**src/rtl/hermes_input_buffer_pkg.sv**
```systemverilog
// Shared types and constants for the Hermes router input buffer.
package hermes_input_buffer_pkg;

  localparam int HERMES_SIZE_W = 16;

  typedef enum logic [2:0] {
    IDLE,
    REQ,
    HEADER,
    SIZE,
    PAYLOAD
  } hermes_buf_state_t;

endpackage

```
**src/rtl/hermes_fifo.sv**
```systemverilog
// Circular flit store with occupancy count; head flit is read combinationally.
module hermes_fifo
  import hermes_input_buffer_pkg::*;
#(
  parameter int FLIT_SIZE   = 32,
  parameter int BUFFER_SIZE = 8
) (
  input  logic                 clk_i,
  input  logic                 rst_ni,
  input  logic                 push,
  input  logic                 pop,
  input  logic [FLIT_SIZE-1:0] data_in,
  output logic [FLIT_SIZE-1:0] data_out,
  output logic                 full,
  output logic                 empty
);

  localparam int PTR_W = $clog2(BUFFER_SIZE);
  localparam int CNT_W = PTR_W + 1;

  logic [FLIT_SIZE-1:0] mem [BUFFER_SIZE];
  logic [PTR_W-1:0]     wr_ptr;
  logic [PTR_W-1:0]     rd_ptr;
  logic [CNT_W-1:0]     count;

  // Storage holds data only, so it is never cleared; the count decides validity.
  always_ff @(posedge clk_i) begin
    if (push) begin
      mem[wr_ptr] <= data_in;
    end
  end

  always_ff @(posedge clk_i) begin
    if (!rst_ni) begin
      wr_ptr <= '0;
      rd_ptr <= '0;
      count  <= '0;
    end else begin
      if (push) begin
        wr_ptr <= wr_ptr + 1'b1;
      end
      if (pop) begin
        rd_ptr <= rd_ptr + 1'b1;
      end
      case ({push, pop})
        2'b10:   count <= count + 1'b1;
        2'b01:   count <= count - 1'b1;
        default: count <= count;
      endcase
    end
  end

  assign full     = (count == CNT_W'(BUFFER_SIZE));
  assign empty    = (count == '0);
  assign data_out = mem[rd_ptr];

endmodule

```
**src/rtl/hermes_input_buffer.sv**
```systemverilog
// Hermes router per-port input stage: credit-flow FIFO plus packet request/stream FSM.
module hermes_input_buffer
  import hermes_input_buffer_pkg::*;
#(
  parameter int FLIT_SIZE   = 32,
  parameter int BUFFER_SIZE = 8
) (
  input  logic                 clk_i,
  input  logic                 rst_ni,
  input  logic                 rx_i,
  input  logic [FLIT_SIZE-1:0] data_i,
  output logic                 credit_o,
  output logic                 req_o,
  input  logic                 ack_i,
  output logic                 sending_o,
  output logic                 tx_o,
  output logic [FLIT_SIZE-1:0] data_o,
  input  logic                 credit_i
);

  hermes_buf_state_t        state;
  logic [HERMES_SIZE_W-1:0] cnt;
  logic                     full;
  logic                     empty;
  logic                     push;
  logic                     pop;

  assign credit_o = !full;
  assign push     = rx_i && !full;
  assign tx_o     = (state == HEADER) ||
                    (((state == SIZE) || (state == PAYLOAD)) && !empty);
  assign pop      = tx_o && credit_i;

  hermes_fifo #(
    .FLIT_SIZE  (FLIT_SIZE),
    .BUFFER_SIZE(BUFFER_SIZE)
  ) u_fifo (
    .clk_i   (clk_i),
    .rst_ni  (rst_ni),
    .push    (push),
    .pop     (pop),
    .data_in (data_i),
    .data_out(data_o),
    .full    (full),
    .empty   (empty)
  );

  // Leaving via IDLE after every packet guarantees a one-cycle gap before the next request.
  always_ff @(posedge clk_i) begin
    if (!rst_ni) begin
      state     <= IDLE;
      req_o     <= 1'b0;
      sending_o <= 1'b0;
      cnt       <= '0;
    end else begin
      case (state)
        IDLE: begin
          if (!empty) begin
            state <= REQ;
            req_o <= 1'b1;
          end
        end
        REQ: begin
          if (ack_i) begin
            state     <= HEADER;
            req_o     <= 1'b0;
            sending_o <= 1'b1;
          end
        end
        HEADER: begin
          if (pop) begin
            state <= SIZE;
          end
        end
        SIZE: begin
          if (pop) begin
            cnt <= data_o[HERMES_SIZE_W-1:0];
            if (data_o[HERMES_SIZE_W-1:0] == '0) begin
              state     <= IDLE;
              sending_o <= 1'b0;
            end else begin
              state <= PAYLOAD;
            end
          end
        end
        PAYLOAD: begin
          if (pop) begin
            cnt <= cnt - 1'b1;
            if (cnt == HERMES_SIZE_W'(1)) begin
              state     <= IDLE;
              sending_o <= 1'b0;
            end
          end
        end
        default: begin
          state     <= IDLE;
          req_o     <= 1'b0;
          sending_o <= 1'b0;
        end
      endcase
    end
  end

endmodule

```
**config.mk**
```make
export PLATFORM = sky130hd
export DESIGN_NAME = hermes_input_buffer
export DESIGN_NICKNAME = d
export VERILOG_FILES = /design/src/rtl/hermes_input_buffer_pkg.sv /design/src/rtl/hermes_fifo.sv /design/src/rtl/hermes_input_buffer.sv
export SDC_FILE = /design/constraint.sdc
export NUM_CORES = 1
export LEC_CHECK = 0
export ABC_AREA = 1
export CAP_MARGIN = 20
export CORE_ASPECT_RATIO = 0.9
export CORE_MARGIN = 10
export CORE_UTILIZATION = 54
export DETAILED_ROUTE_END_ITERATION = 6
export PLACE_DENSITY = 0.8
export SLEW_MARGIN = 20
export SYNTH_ARGS = -nofsm -noshare
export SYNTH_HDL_FRONTEND = slang
export SYNTH_SLANG_ARGS = --single-unit
```
**constraint.sdc**
```tcl
create_clock -name clk_i -period 2.9 [get_ports clk_i]
set_clock_uncertainty 0.2 [all_clocks]
set_input_delay 0.435 -clock clk_i [delete_from_list [all_inputs] [get_ports clk_i]]
set_output_delay 0.435 -clock clk_i [all_outputs]
set_load 0.005 [all_outputs]
```
==> run summary <==
outcome - completed
Avg WL per Cell - 19.9 um
antenna violations before repair - 0
net switching power - 3.49 mW
I/O pin count - 73
Synth Cell Area - 12300 sq um
Worst Max-Slew Pin Slew - 0.839 ns
Rel. slew slack - 44.0%
Vias/cell - 5.66
RSZ-0062 raised after global routing - true
VDD IR max - 0.418 mV
global-route wire length before repair - 48.2 mm
dpl ws - 0.357 ns
H-tree levels - 1
syn_nets - 1215
largest net degree at the start of global routing - 49
Setup TNS - 0 ns
sequential share of power - 41.8%
Reg clk slew, reported paths - 0.06 ns
Core Region - 22500 sq um
placed cell count - 1509
Remaining DRCs - 0
Tmin final - 2.90 ns
Hold Fails Final Rpt - 0
max-cap viol count - 0
Static Leak - 5.98 nW
fin nets - 1313
layout cells sized above 1 - 10.9%
Seq/Total Area, Yosys - 67.8%
drt first pass iters - 5
Port-buffer cells - 72
Skew-Pair Late Insertion Delay - 0.56 ns
Clk network pwr share - 30.5%
final hold slack - 0.263 ns
Rows - 52
Design Power - 11.6 mW
Critical Path Sink Type - output pin
fin worst setup slack - 0.00180 ns
Cells after Synth - 1171
Clk Tree Root Cell - clkbuf_16
die area - 29300 sq um
Pwr Density - 771 nW/um^2
P_int - 8.10 mW
ANT cells - 0
Post-DP Area - 13600 sq um
Finished Layout Cells - 1586
Startpoint Class - register
DP HPWL - 15.8 mm
synth unique cells - 36
clock buffer count from CTS - 29
Max clock buf depth - 3
crit-path max FO - 9
remaining antenna violation count - 0
drt total wl - 31.6 mm
Overflow after GRT - 0
Synth Register Bits - 290
final setup fails - 0
final worst-path cycle share - 99.9%
Starting Density - 54.8%
Area growth syn-to-layout - 21.8%
CTS tree - yes
Die W - 179 um
YS warnings - 0
die height - 163 um
Via Count - 8978
Total GRT Usage - 20.9%
Num Clock Sinks - 290
gpl congestion - 0.883
Sw Ratio - 30.1%
vias in the first global route - 8787
Fmax - 345 MHz
worst path arrival time - 2.26 ns
critical path class - register to output pin
Finished Core Util - 66.8%
Mapped Avg Cell Area - 10.5 sq um
class of the worst hold path - register to register
CP Data Required Time - 2.27 ns
max-slew violations - 0
Gate power share - 27.6%
Iter 0 DRT Violations - 1192
fin area - 15000 sq um
critical path: stages (launching register included):
cell             delay [ns]
dfxtp_4                0.44
clkinv_8               0.14
buf_16                 0.18
nand2_1                0.06
nand3_1                0.07
nand2_1                0.11
nand2_2                0.09
nand2_2                0.11
clkdlybuf4s50_1        0.51
layer usage:
layer | vias up | share of wire [%] | GRT usage (%)
li1 | 4146 | - | -
met1 | 4273 | 39 | 27.0
met2 | 491 | 50 | 35.0
met3 | 68 | 8.4 | 3.09
met4 | 0 | 3.0 | 7.82
met5 | - | 0 | 0
Yosys cell counts:
master / instances / share of area (%)
a221oi_2: 2 / 0.24
buf_4: 1 / 0.061
nand3b_1: 2 / 0.12
buf_6: 13 / 1.2
o22ai_1: 17 / 0.86
nand3_2: 1 / 0.081
xnor2_1: 3 / 0.21
inv_4: 1 / 0.051
nand3_1: 52 / 2.1
inv_2: 3 / 0.091
and3_1: 1 / 0.051
a21oi_1: 33 / 1.3
ha_1: 7 / 0.71
nor2_2: 3 / 0.15
o21ai_1: 7 / 0.28
nor2_1: 153 / 4.7
nand4_1: 1 / 0.051
a211oi_1: 1 / 0.061
buf_1: 3 / 0.091
o21ai_0: 87 / 3.5
or2_2: 1 / 0.051
clkbuf_1: 29 / 0.88
inv_1: 111 / 3.4
nand2_1: 294 / 8.9
o311ai_0: 1 / 0.071
nor3_1: 2 / 0.081
xor2_1: 10 / 0.71
a31oi_1: 22 / 1.1
a21oi_2: 3 / 0.21
nand2_4: 1 / 0.091
nand2_2: 3 / 0.15
buf_2: 9 / 0.36
edfxtp_1: 256 / 62
nor4_1: 1 / 0.051
o211ai_1: 3 / 0.18
dfxtp_1: 34 / 5.5
path summary, 6_finish.rpt:
path / start / end / slack (ns) / cells after the start
max reg2reg: state[2]$_SDFFE_PN0P_ / u_fifo.count[2]$_SDFFE_PN0P_ / 0.43 / 14
max: register / data_o[9] / 0.002 / 8
min: u_fifo.rd_ptr[2]$_SDFFE_PN0P_ / u_fifo.rd_ptr[2]$_SDFFE_PN0P_ / 0.26 / 1
min reg2reg: u_fifo.rd_ptr[2]$_SDFFE_PN0P_ / u_fifo.rd_ptr[2]$_SDFFE_PN0P_ / 0.26 / 1
power by group through the flow:
stage	registers, mW	logic [mW]	clock network [mW]
after CTS	4.84	2.97	3.54
after detailed placement	4.91	2.71	0
after global placement	4.90	2.65	0
after global routing	4.86	3.49	3.74
final	4.85	3.20	3.54
after floorplan	4.89	1.65	0
layout make-up:
type	instances	area, sq um
clock buffer	38	800
sequential	290	8380
timing repair buffer	122	1600
clock inverter	13	93.8
fill	1538	7480
tap	297	372
inverter	115	454
multi-input combinational	711	3340
cells in the final DEF (no fill, tap or decap), types with 16 or more instances in the layout:
master           Yosys  layout
a21oi_1             33      33
a31oi_1             22      21
buf_12               0      16
buf_4                1      19
clkbuf_16            0      34
clkdlybuf4s50_1      0      41
dfxtp_1             34      32
edfxtp_1           256     256
inv_1              111     111
nand2_1            294     275
nand2_2              3      21
nand3_1             52      52
nor2_1             153     145
o21ai_0             87      82
o22ai_1             17      17
state kept, by name (all words and copies together) (netlist names), named ones only:
signal,flops
cnt,16
u_fifo.count,4
state,3
sending_o,1
req_o,1
u_fifo.rd_ptr,3
u_fifo.mem,256
u_fifo.wr_ptr,3
repair_timing:
action,in CTS,in global routing
endpoints found under the setup margin,32,15
setup buffers,3,12
hold buffers,0,0
pin swaps,2,3
cloned,6,5
gates resized for setup,46,34
cell families after synthesis:
family                   Yosys count  share of synthesized area (%)
buffers and inverters            170                           6.10
AND/OR/NAND/NOR                  515                           16.6
XOR/XNOR                          13                          0.922
flip-flops                       290                           67.8
AO/OA/AOI/OAI                    176                           7.90
adder cells (fa/ha/maj)            7                          0.709
(Power assumes the default switching activity.)
